$ cat config.mk
export PLATFORM = sky130hd
export DESIGN_NAME = det_buffer
export DESIGN_NICKNAME = d
export VERILOG_FILES = /design/src/rtl/det_buffer.sv
export SDC_FILE = /design/constraint.sdc
export NUM_CORES = 1
export LEC_CHECK = 0
export BUFFER_PORTS_ARGS = -buffer_cell sky130_fd_sc_hd__buf_4
export CAP_MARGIN = 20
export CORE_MARGIN = 5
export CORE_UTILIZATION = 45
export DETAILED_ROUTE_END_ITERATION = 10
export SETUP_SLACK_MARGIN = 0.05
export SLEW_MARGIN = 20
export SYNTH_ARGS = -nofsm -noshare
export SYNTH_HDL_FRONTEND = slang
export SYNTH_SLANG_ARGS = --single-unit
$ cat constraint.sdc
create_clock -name clk -period 4.3 [get_ports clk]
set_input_delay 0.86 -clock clk [delete_from_list [all_inputs] [get_ports clk]]
set_output_delay 0.86 -clock clk [all_outputs]
set_load 0.05 [all_outputs]
$ cat src/rtl/det_buffer.sv
// Detection buffer: FWFT FIFO of positive window IDs with per-frame counting, overflow and sequence tracking.
// Optional frame tagging of each entry enabled by defining DET_TAG_EN.
module det_buffer #(
    parameter int unsigned SW_W    = 11,
    parameter int unsigned SW_LAST = 1199,
    parameter int unsigned DEPTH   = 16,
    parameter int unsigned CNT_W   = 8,
    parameter int unsigned FRM_W   = 4
) (
    input  logic             clk,
    input  logic             rst,
    input  logic             i_valid,
    input  logic             is_person,
    input  logic [SW_W-1:0]  sw_id,
    output logic             o_valid,
    input  logic             o_ready,
    output logic [SW_W-1:0]  o_id,
`ifdef DET_TAG_EN
    output logic [FRM_W-1:0] o_tag,
`endif
    output logic             frame_done,
    output logic [CNT_W-1:0] frame_cnt,
    output logic             ovf,
    output logic             seq_err
);

    localparam int unsigned AW = $clog2(DEPTH);
`ifdef DET_TAG_EN
    localparam int unsigned EW = FRM_W + SW_W;
`else
    localparam int unsigned EW = SW_W;
`endif

    typedef enum logic {S_IDLE, S_RUN} state_t;

    state_t            state, state_nxt;
    logic [EW-1:0]     mem [DEPTH];
    logic [AW:0]       wr_ptr, rd_ptr;
    logic [EW-1:0]     head, wr_data;
    logic [CNT_W-1:0]  pos_cnt, cnt_base_c, cnt_next_c;
    logic [SW_W-1:0]   exp_id;
    logic              empty, full, push, pop, drop, is_last;
    logic              frame_open_c, frame_close_c;
`ifdef DET_TAG_EN
    logic [FRM_W-1:0]  frm_tag;
`endif

    assign empty   = (wr_ptr == rd_ptr);
    assign full    = (wr_ptr[AW] != rd_ptr[AW]) && (wr_ptr[AW-1:0] == rd_ptr[AW-1:0]);
    assign pop     = o_valid && o_ready;
    assign push    = i_valid && is_person && (!full || pop);
    assign drop    = i_valid && is_person && full && !pop;
    assign is_last = (sw_id == SW_W'(SW_LAST));

    // Head is read straight from storage; gated so idle outputs read zero.
    assign head    = mem[rd_ptr[AW-1:0]];
    assign o_valid = !empty;
    assign o_id    = o_valid ? head[SW_W-1:0] : '0;
`ifdef DET_TAG_EN
    assign o_tag   = o_valid ? head[EW-1:SW_W] : '0;
    assign wr_data = {frm_tag, sw_id};
`else
    assign wr_data = sw_id;
`endif

    always_ff @(posedge clk) begin
        if (push) begin
            mem[wr_ptr[AW-1:0]] <= wr_data;
        end
    end

    always_ff @(posedge clk) begin
        if (rst) begin
            state <= S_IDLE;
        end else begin
            state <= state_nxt;
        end
    end

    always_comb begin
        state_nxt = state;
        case (state)
            S_IDLE:  if (i_valid && !is_last) state_nxt = S_RUN;
            S_RUN:   if (i_valid && is_last)  state_nxt = S_IDLE;
            default: state_nxt = S_IDLE;
        endcase
    end

    // A window seen in S_IDLE opens a frame, so counting restarts from zero.
    always_comb begin
        frame_open_c  = 1'b0;
        frame_close_c = 1'b0;
        cnt_base_c    = '0;
        case (state)
            S_IDLE: begin
                frame_open_c  = i_valid;
                frame_close_c = i_valid && is_last;
            end
            S_RUN: begin
                cnt_base_c    = pos_cnt;
                frame_close_c = i_valid && is_last;
            end
            default: ;
        endcase
        if (cnt_base_c == {CNT_W{1'b1}}) begin
            cnt_next_c = cnt_base_c;
        end else begin
            cnt_next_c = cnt_base_c + CNT_W'(is_person);
        end
    end

    always_ff @(posedge clk) begin
        if (rst) begin
            wr_ptr     <= '0;
            rd_ptr     <= '0;
            pos_cnt    <= '0;
            frame_done <= 1'b0;
            frame_cnt  <= '0;
            ovf        <= 1'b0;
            seq_err    <= 1'b0;
            exp_id     <= '0;
`ifdef DET_TAG_EN
            frm_tag    <= '0;
`endif
        end else begin
            frame_done <= 1'b0;
            if (push) wr_ptr <= wr_ptr + (AW+1)'(1);
            if (pop)  rd_ptr <= rd_ptr + (AW+1)'(1);
            if (i_valid) begin
                pos_cnt <= cnt_next_c;
                exp_id  <= is_last ? '0 : sw_id + SW_W'(1);
                if (sw_id != exp_id) seq_err <= 1'b1;
                if (frame_open_c) begin
                    ovf <= drop;
                end else if (drop) begin
                    ovf <= 1'b1;
                end
            end
            if (frame_close_c) begin
                frame_done <= 1'b1;
                frame_cnt  <= cnt_next_c;
`ifdef DET_TAG_EN
                frm_tag    <= frm_tag + FRM_W'(1);
`endif
            end
        end
    end

endmodule

==> qor.csv, run 1 <==
stage,metric,value,unit
global_routing,grt_busiest_layer,met2,
layout,fin_nets,658,
setup_path,crit_type,reg2out,
timing,finalMaxSlewViolations,0,
clock_tree,clock-sinks,221,
power_and_ir_drop,p_clk_share,39.9,%
setup_path,max_stage_delay,0.93,ns
global_routing,grt_usage,17.24,%
global_routing,antenna_found_initial,0,
global_routing,grt.overflow.total,0,
logic_synthesis,synthFlopType,edfxtp_1,
clock_tree,postCtsSetupRepairBufs,0,
timing,timing.fmax,272.9,MHz
setup_path,crit_arrival,2.80,ns
setup_path,cpMostUsedCell,a211oi_1,
power_and_ir_drop,vdd_drop_max,0.2988,mV
layout,syn_to_final_growth,13.62,%
logic_synthesis,synth-edff-count,176,
logic_synthesis,async_reset_ff_share,0,%
setup_path,reg2regPathDepth,4,
timing,hold_viol_final,0,
logic_synthesis,ys_ff_latch,221,
clock_tree,clockRootBuffer,clkbuf_16,
hold_path,hold_path.class,reg2reg,
setup_path,critPathSlowestCell,dfxtp_2,
logic_synthesis,syn_area,9285,µm²
layout,drive_above_1_share,20.71,%
global_routing,grt_pass1_wl,32010,µm
layout,n_antenna_cell,0,
status,status,completed,
clock_tree,clock_latency,0.50,ns
setup_path,crit_required,3.44,ns
drt,drtAntennaViolNets,0,
power_and_ir_drop,p_int,3.633,mW
power_and_ir_drop,switching_share,23.52,%
logic_synthesis,ys_seq_area_share,66.62,%
floorplan,die_y,153.6,µm
drt,wl_per_cell,21.87,µm
setup_path,start_kind,flip-flop,
logic_synthesis,syn-num-nets,623,
clock_tree,cts.htree.levels,1,
job,drv_cap,0,
global_routing,grtUsageMet2,28.49,%
setup_path,critPathCaptureType,output pin,
clock_tree,clock_path_buffers,3,
floorplan,rows,52,
drt,drcViolationCount,0,
place,dp_hpwl,12920,µm
drt,vias,5289,
power_and_ir_drop,power.leakage,3.404,nW
place,io_buffers,38,
drt,drtIter0Drc,310,
setup_path,r2r_setup_slack,1.35,ns
power_and_ir_drop,combPwrFrac,10.5,%
setup_path,timing.rr.end,mem[6][7]$_DFFE_PP_,
logic_synthesis,yosys_warnings,0,
timing,tightest_slew,0.9979,ns
drt,first_pass_iters,4,
setup_path,r2r_start,wr_ptr[4]$_SDFFE_PP0P_,
timing,setup_tns,0,ns
drt,avgViaCountPerCell,5.736,
place,gp_congestion,0.7906,
power_and_ir_drop,p_per_area,450.3,nW/µm²
clock_tree,cts_resized,0,
logic_synthesis,synth_cell_type_count,51,
timing,fin_crit,3.665,ns
clock_tree,cts_tree,yes,
global_routing,use_met3,2.698,%
layout,fin_util,51.97,%
floorplan,io_pins,39,
floorplan,start_util,45.74,%
floorplan,dieWidth,153.6,µm
hold_path,min_path_cells,2,
hold_path,hold_path_end,frame_cnt[4]$_SDFFE_PP0P_,
floorplan,core-area,20300,µm²
setup_path,cp_max_fo,32,
clock_tree,numCtsBuffers,24,
hold_path,hp-start,frame_cnt[4]$_SDFFE_PP0P_,
drt,routed_wl,20170,µm
timing,rsz0062_at_grt,false,
global_routing,met1_usage,24.12,%
timing,slew_headroom,33.47,%
logic_synthesis,synth_cells,599,
floorplan,die_area,23610,µm²
setup_path,worstPathCellList,mux4_2 > nor2b_1 > a211oi_1 > a211oi_1 > buf_4,
logic_synthesis,syn_area_per_cell,15.50,µm²
timing,finalSetupViolCount,0,
clock_tree,path_clk_slew,0.06,ns
power_and_ir_drop,seq_power_share,49.5,%
timing,fin_worst_skew,0.008575,ns
global_routing,grt_max_degree,46,
global_routing,first_global_vias,5414,
timing,finalCritPeriodShare,85.23,%
power_and_ir_drop,p_sw,1.118,mW
clock_tree,cts-hold-fix-buffers,0,
-- power by group through the flow --
stage               clock network [mW]  registers, mW  logic, mW
detailed placement                   0           2.40      0.511
CTS                               1.94           2.35      0.512
global route                      2.05           2.36      0.543
finish                            1.90           2.35      0.501
global placement                     0           2.40      0.504
floorplan                            0           2.39      0.359
-- flip-flops by register name, summed over array words and instances (netlist names), named ones only --
signal	flops
ovf	1
frame_cnt	8
frame_done	1
seq_err	1
mem	176
rd_ptr	5
exp_id	11
wr_ptr	5
pos_cnt	8
-- Yosys cell counts (2+ instances only) --
master	count	share of area, %
o21ai_0	11	0.59
a311oi_1	2	0.19
buf_2	7	0.38
ha_1	8	1.1
nor2b_1	18	1.2
o21a_1	6	0.49
mux2i_1	13	1.4
and3_1	16	1.1
a31oi_1	5	0.34
o32ai_1	2	0.19
a311o_1	2	0.22
buf_4	3	0.24
a211oi_1	30	2.4
nor3_1	12	0.65
dfxtp_1	45	9.7
xor2_1	13	1.2
buf_1	4	0.16
nand2b_1	2	0.13
nand3_1	15	0.81
and2_1	5	0.34
nand4_1	10	0.67
mux4_2	44	11
edfxtp_1	176	57
or3_1	2	0.13
a22oi_1	3	0.24
a32o_1	2	0.22
and4_1	3	0.28
mux2_2	7	0.85
xnor2_1	8	0.75
o211ai_1	4	0.32
nor2_1	27	1.1
a21oi_1	17	0.92
nor4_1	3	0.20
clkbuf_1	22	0.89
inv_1	13	0.53
nand2_1	24	0.97
-- metal layers --
layer | up-vias | routed length (µm)
li1 | 2435 | -
met1 | 2678 | 8875
met2 | 139 | 9832
met3 | 37 | 992
met4 | 0 | 468
met5 | - | 0
-- through the flow --
| stage | area (µm²) | hold slack [ns] | instances | worst slack, ns | total power [mW] |
|---|---|---|---|---|---|
| 6_report | 10550 | 0.4530 | 922 | 0.6351 | 4.751 |
| 5_1_grt | 10550 | 0.4830 | 922 | 0.4842 | 4.943 |
| 4_1_cts | 10550 | 0.4562 | 922 | 0.5752 | 4.808 |
| 3_5_place_dp | 9821 | 0.4499 | 878 | 1.122 | 2.910 |
| 3_3_place_gp | 9821 | 0.4473 | 878 | 1.109 | 2.901 |
| 2_1_floorplan | 9285 | 0.4529 | 599 | 0.8797 | 2.747 |
-- cells by family after synthesis --
kind of cell / count (synthesis) / synth area share [%]
adders and majority gates: 8 / 1.078
xor gates and xnor gates: 21 / 1.981
muxes: 64 / 12.92
DFF: 221 / 66.62
buffers and inverters: 49 / 2.196
and+or+nand+nor: 143 / 8.220
AOI/OAI and AO/OA: 93 / 6.980
-- worst max-delay path by stage --
stage / startpoint / to / slack, ns / cells after the start
floorplan: flip-flop / o_id[1] / 0.88 / 6
global placement: flip-flop / o_id[5] / 1.11 / 5
detailed placement: flip-flop / o_id[5] / 1.12 / 5
CTS: flip-flop / o_id[5] / 0.58 / 5
global route: flip-flop / o_id[5] / 0.48 / 5
finish: flip-flop / o_id[5] / 0.64 / 5
-- cell usage in the layout (no fill, tap or decap), types with 3 or more instances in the layout --
| cell | n |
|---|---|
| buf_4 | 44 |
| inv_1 | 13 |
| mux4_2 | 44 |
| ha_1 | 8 |
| o21ai_0 | 11 |
| mux2_2 | 7 |
| and3_1 | 16 |
| a31oi_1 | 5 |
| and4_1 | 3 |
| xnor2_1 | 8 |
| nor2_1 | 27 |
| nand3_1 | 15 |
| nand4_1 | 10 |
| nand2_1 | 24 |
| and2_1 | 5 |
| a22oi_1 | 3 |
| a21oi_1 | 17 |
| dfxtp_1 | 43 |
| clkbuf_1 | 3 |
| clkinv_1 | 10 |
| edfxtp_1 | 176 |
| o21a_1 | 6 |
| nor2b_1 | 18 |
| a211oi_1 | 30 |
| clkinv_2 | 5 |
| xor2_1 | 13 |
| nor3_1 | 12 |
| nor4_1 | 3 |
| mux2i_1 | 13 |
| o211ai_1 | 4 |
| clkbuf_16 | 25 |
-- worst max-delay path: cells and delay by family (launching register included) --
family / cells / cell delay, ns
compound gates: 2 / 0.58
buf+inv: 1 / 0.30
flops: 1 / 0.93
mux: 1 / 0.35
simple gates: 1 / 0.13
-- area by class of cell --
type / instances / area (µm²)
Fill cell: 1695 / 9749
Sequential cell: 221 / 6188
Multi-Input combinational cell: 329 / 2895
Clock buffer: 28 / 636.9
Timing Repair Buffer: 45 / 350.3
Tap cell: 270 / 337.8
Clock inverter: 16 / 92.59
Inverter: 13 / 48.80
Power figures use the tool's default switching activity.
==> run 2, diff against run 1 <==
Settings changed: RECOVER_POWER set to 25.
==> qor.csv, run 2 (same netlist as run 1, synthesis figures left out) <==
stage,metric,value,unit,change
global_routing,grt_max_degree,46,,unchanged
drt,wl_per_cell,21.95,µm,+0.35%
job,drv_cap,0,,unchanged
setup_path,crit_arrival,2.89,ns,+0.09 ns
floorplan,die_y,153.6,µm,unchanged
layout,fin_nets,658,,unchanged
hold_path,hold_path_end,frame_cnt[4]$_SDFFE_PP0P_,,
global_routing,use_met3,2.698,%,unchanged
setup_path,critPathSlowestCell,dfxtp_2,,
layout,fill_cells,1694,,-0.059%
setup_path,start_kind,flip-flop,,
timing,finalSetupViolCount,0,,unchanged
layout,n_antenna_cell,0,,unchanged
clock_tree,postCtsSetupRepairBufs,0,,unchanged
timing,timing.fmax,266.6,MHz,-2.3%
place,place_inst,878,,unchanged
layout,final_cell_mix,"edfxtp_1, mux4_2, dfxtp_1, buf_4, a211oi_1",,
setup_path,timing.rr.end,mem[6][9]$_DFFE_PP_,,
drt,drcViolationCount,0,,unchanged
setup_path,crit_buf_inv,1,,unchanged
clock_tree,cts_tree,yes,,
global_routing,grtUsageMet2,28.49,%,unchanged
place,gp_congestion,0.7906,,unchanged
floorplan,io_pins,39,,unchanged
global_routing,met1_usage,24.12,%,unchanged
layout,drive_above_1_share,19.17,%,-1.5 points
setup_path,crit_family,flip-flops,,
setup_path,crit_required,3.44,ns,about the same
global_routing,first_global_vias,5414,,unchanged
timing,fin_crit,3.751,ns,+0.08620 ns
clock_tree,clockRootBuffer,clkbuf_16,,
layout,final_common_cell,edfxtp_1,,
drt,drtAntennaViolNets,0,,unchanged
timing,finalMaxSlewViolations,0,,unchanged
power_and_ir_drop,combPwrFrac,10.5,%,about the same
power_and_ir_drop,power.leakage,3.368,nW,-1.1%
drt,routed_wl,20240,µm,+0.35%
timing,setup_tns,0,ns,unchanged
layout,instances_no_fill,922,,unchanged
setup_path,crit_type,reg2out,,
power_and_ir_drop,p_per_area,451.2,nW/µm²,+0.21%
power_and_ir_drop,p_clk_share,39.9,%,about the same
global_routing,antenna_found_initial,0,,unchanged
clock_tree,clock-sinks,221,,unchanged
power_and_ir_drop,total_power,4.744,mW,-0.15%
clock_tree,cts.htree.levels,1,,unchanged
timing,fin_worst_skew,0.008641,ns,+0.00006528 ns
status,status,completed,,
layout,multi_input_comb_area,2895,µm²,unchanged
timing,slew_headroom,28.49,%,-5.0 points
drt,avgViaCountPerCell,5.718,,-0.32%
clock_tree,cts-hold-fix-buffers,0,,unchanged
drt,vias,5272,,-0.32%
clock_tree,clock_latency,0.50,ns,about the same
global_routing,grt.overflow.total,0,,unchanged
clock_tree,path_clk_slew,0.06,ns,about the same
setup_path,r2r_setup_slack,1.35,ns,about the same
setup_path,cp_max_fo,32,,unchanged
setup_path,worstPathCellList,mux4_2 > nor2b_1 > a211oi_1 > a211oi_1 > buf_4,,
setup_path,reg2regPathDepth,4,,unchanged
power_and_ir_drop,vdd_drop_max,0.2980,mV,-0.26%
hold_path,hold_path.class,reg2reg,,
layout,largest_reg_flops,176,,unchanged
power_and_ir_drop,seq_power_share,49.6,%,about the same
power_and_ir_drop,p_int,3.630,mW,about the same
place,dp_hpwl,12920,µm,unchanged
floorplan,die_area,23610,µm²,unchanged
clock_tree,cts_resized,0,,unchanged
timing,tightest_slew,1.073,ns,+0.07477 ns
power_and_ir_drop,p_sw,1.114,mW,-0.36%
setup_path,critPathCaptureType,output pin,,
floorplan,core-area,20300,µm²,unchanged
layout,syn_to_final_growth,13.22,%,
timing,hold_viol_final,0,,unchanged
layout,regArea,6188,µm²,unchanged
global_routing,grt_usage,17.24,%,unchanged
floorplan,start_util,45.74,%,unchanged
clock_tree,numCtsBuffers,24,,unchanged
global_routing,grt_busiest_layer,met2,,
floorplan,rows,52,,unchanged
place,io_buffers,38,,unchanged
global_routing,grt_pass1_wl,32010,µm,unchanged
setup_path,r2r_start,wr_ptr[4]$_SDFFE_PP0P_,,
hold_path,min_path_cells,2,,unchanged
setup_path,max_stage_delay,0.93,ns,about the same
clock_tree,clock_path_buffers,3,,unchanged
setup_path,cpMostUsedCell,a211oi_1,,
timing,finalCritPeriodShare,87.23,%,+2.0 points
drt,first_pass_iters,4,,unchanged
power_and_ir_drop,switching_share,23.47,%,-0.049 points
drt,drtIter0Drc,304,,-1.9%
hold_path,hp-start,frame_cnt[4]$_SDFFE_PP0P_,,
timing,rsz0062_at_grt,false,,
floorplan,dieWidth,153.6,µm,unchanged
[run 2: cell types whose count changed in the layout (fill, tap and decap cells not counted), sizes merged]
cell,change
buf,-10
clkbuf,+10
[run 2: power by group through the flow]
stage | Clock, mW | Combinational (mW) | Sequential [mW]
4_1_cts | 1.94 | 0.512 | 2.35
2_1_floorplan | 0 | 0.359 | 2.39
6_report | 1.89 | 0.497 | 2.35
5_1_grt | 2.05 | 0.539 | 2.36
3_5_place_dp | 0 | 0.511 | 2.40
3_3_place_gp | 0 | 0.504 | 2.40
[run 2: cell type report]
cell class / instances / area share (%)
clock inverters: 16 / 0.8807
flip-flops and latches: 221 / 58.87
repair buffers: 45 / 2.975
multi-input cells: 329 / 27.54
clock buffers: 28 / 6.058
well taps: 270 / 3.214
inverters: 13 / 0.4642
[run 2: worst min-delay path: cells and delay by family, from the launching register on]
family | cells | cell delay, ns
flops | 1 | 0.31
compound gates | 1 | 0.05
simple gates | 1 | 0.05
[run 2: worst max-delay path by stage]
stage | startpoint | endpoint | cells past startpoint
after floorplan | flip-flop | o_id[1] | 6
after detailed placement | flip-flop | o_id[5] | 5
final | flip-flop | o_id[5] | 5
after global routing | flip-flop | o_id[5] | 5
after CTS | flip-flop | o_id[5] | 5
after global placement | flip-flop | o_id[5] | 5
[run 2: layer usage]
layer	part of all wire [%]	vias up
li1	-	2435
met1	44	2664
met2	49	141
met3	4.5	32
met4	2.1	0
met5	0	-
[run 2: stage by stage]
stage	setup slack [ns]	instance area [µm²]	hold slack, ns	utilization [%]
CTS	0.5752	10550	0.4562	51.97
finish	0.5489	10510	0.4530	51.79
global placement	1.109	9821	0.4473	48.38
detailed placement	1.122	9821	0.4499	48.38
floorplan	0.8797	9285	0.4529	-
global route	0.4842	10510	0.4830	51.79
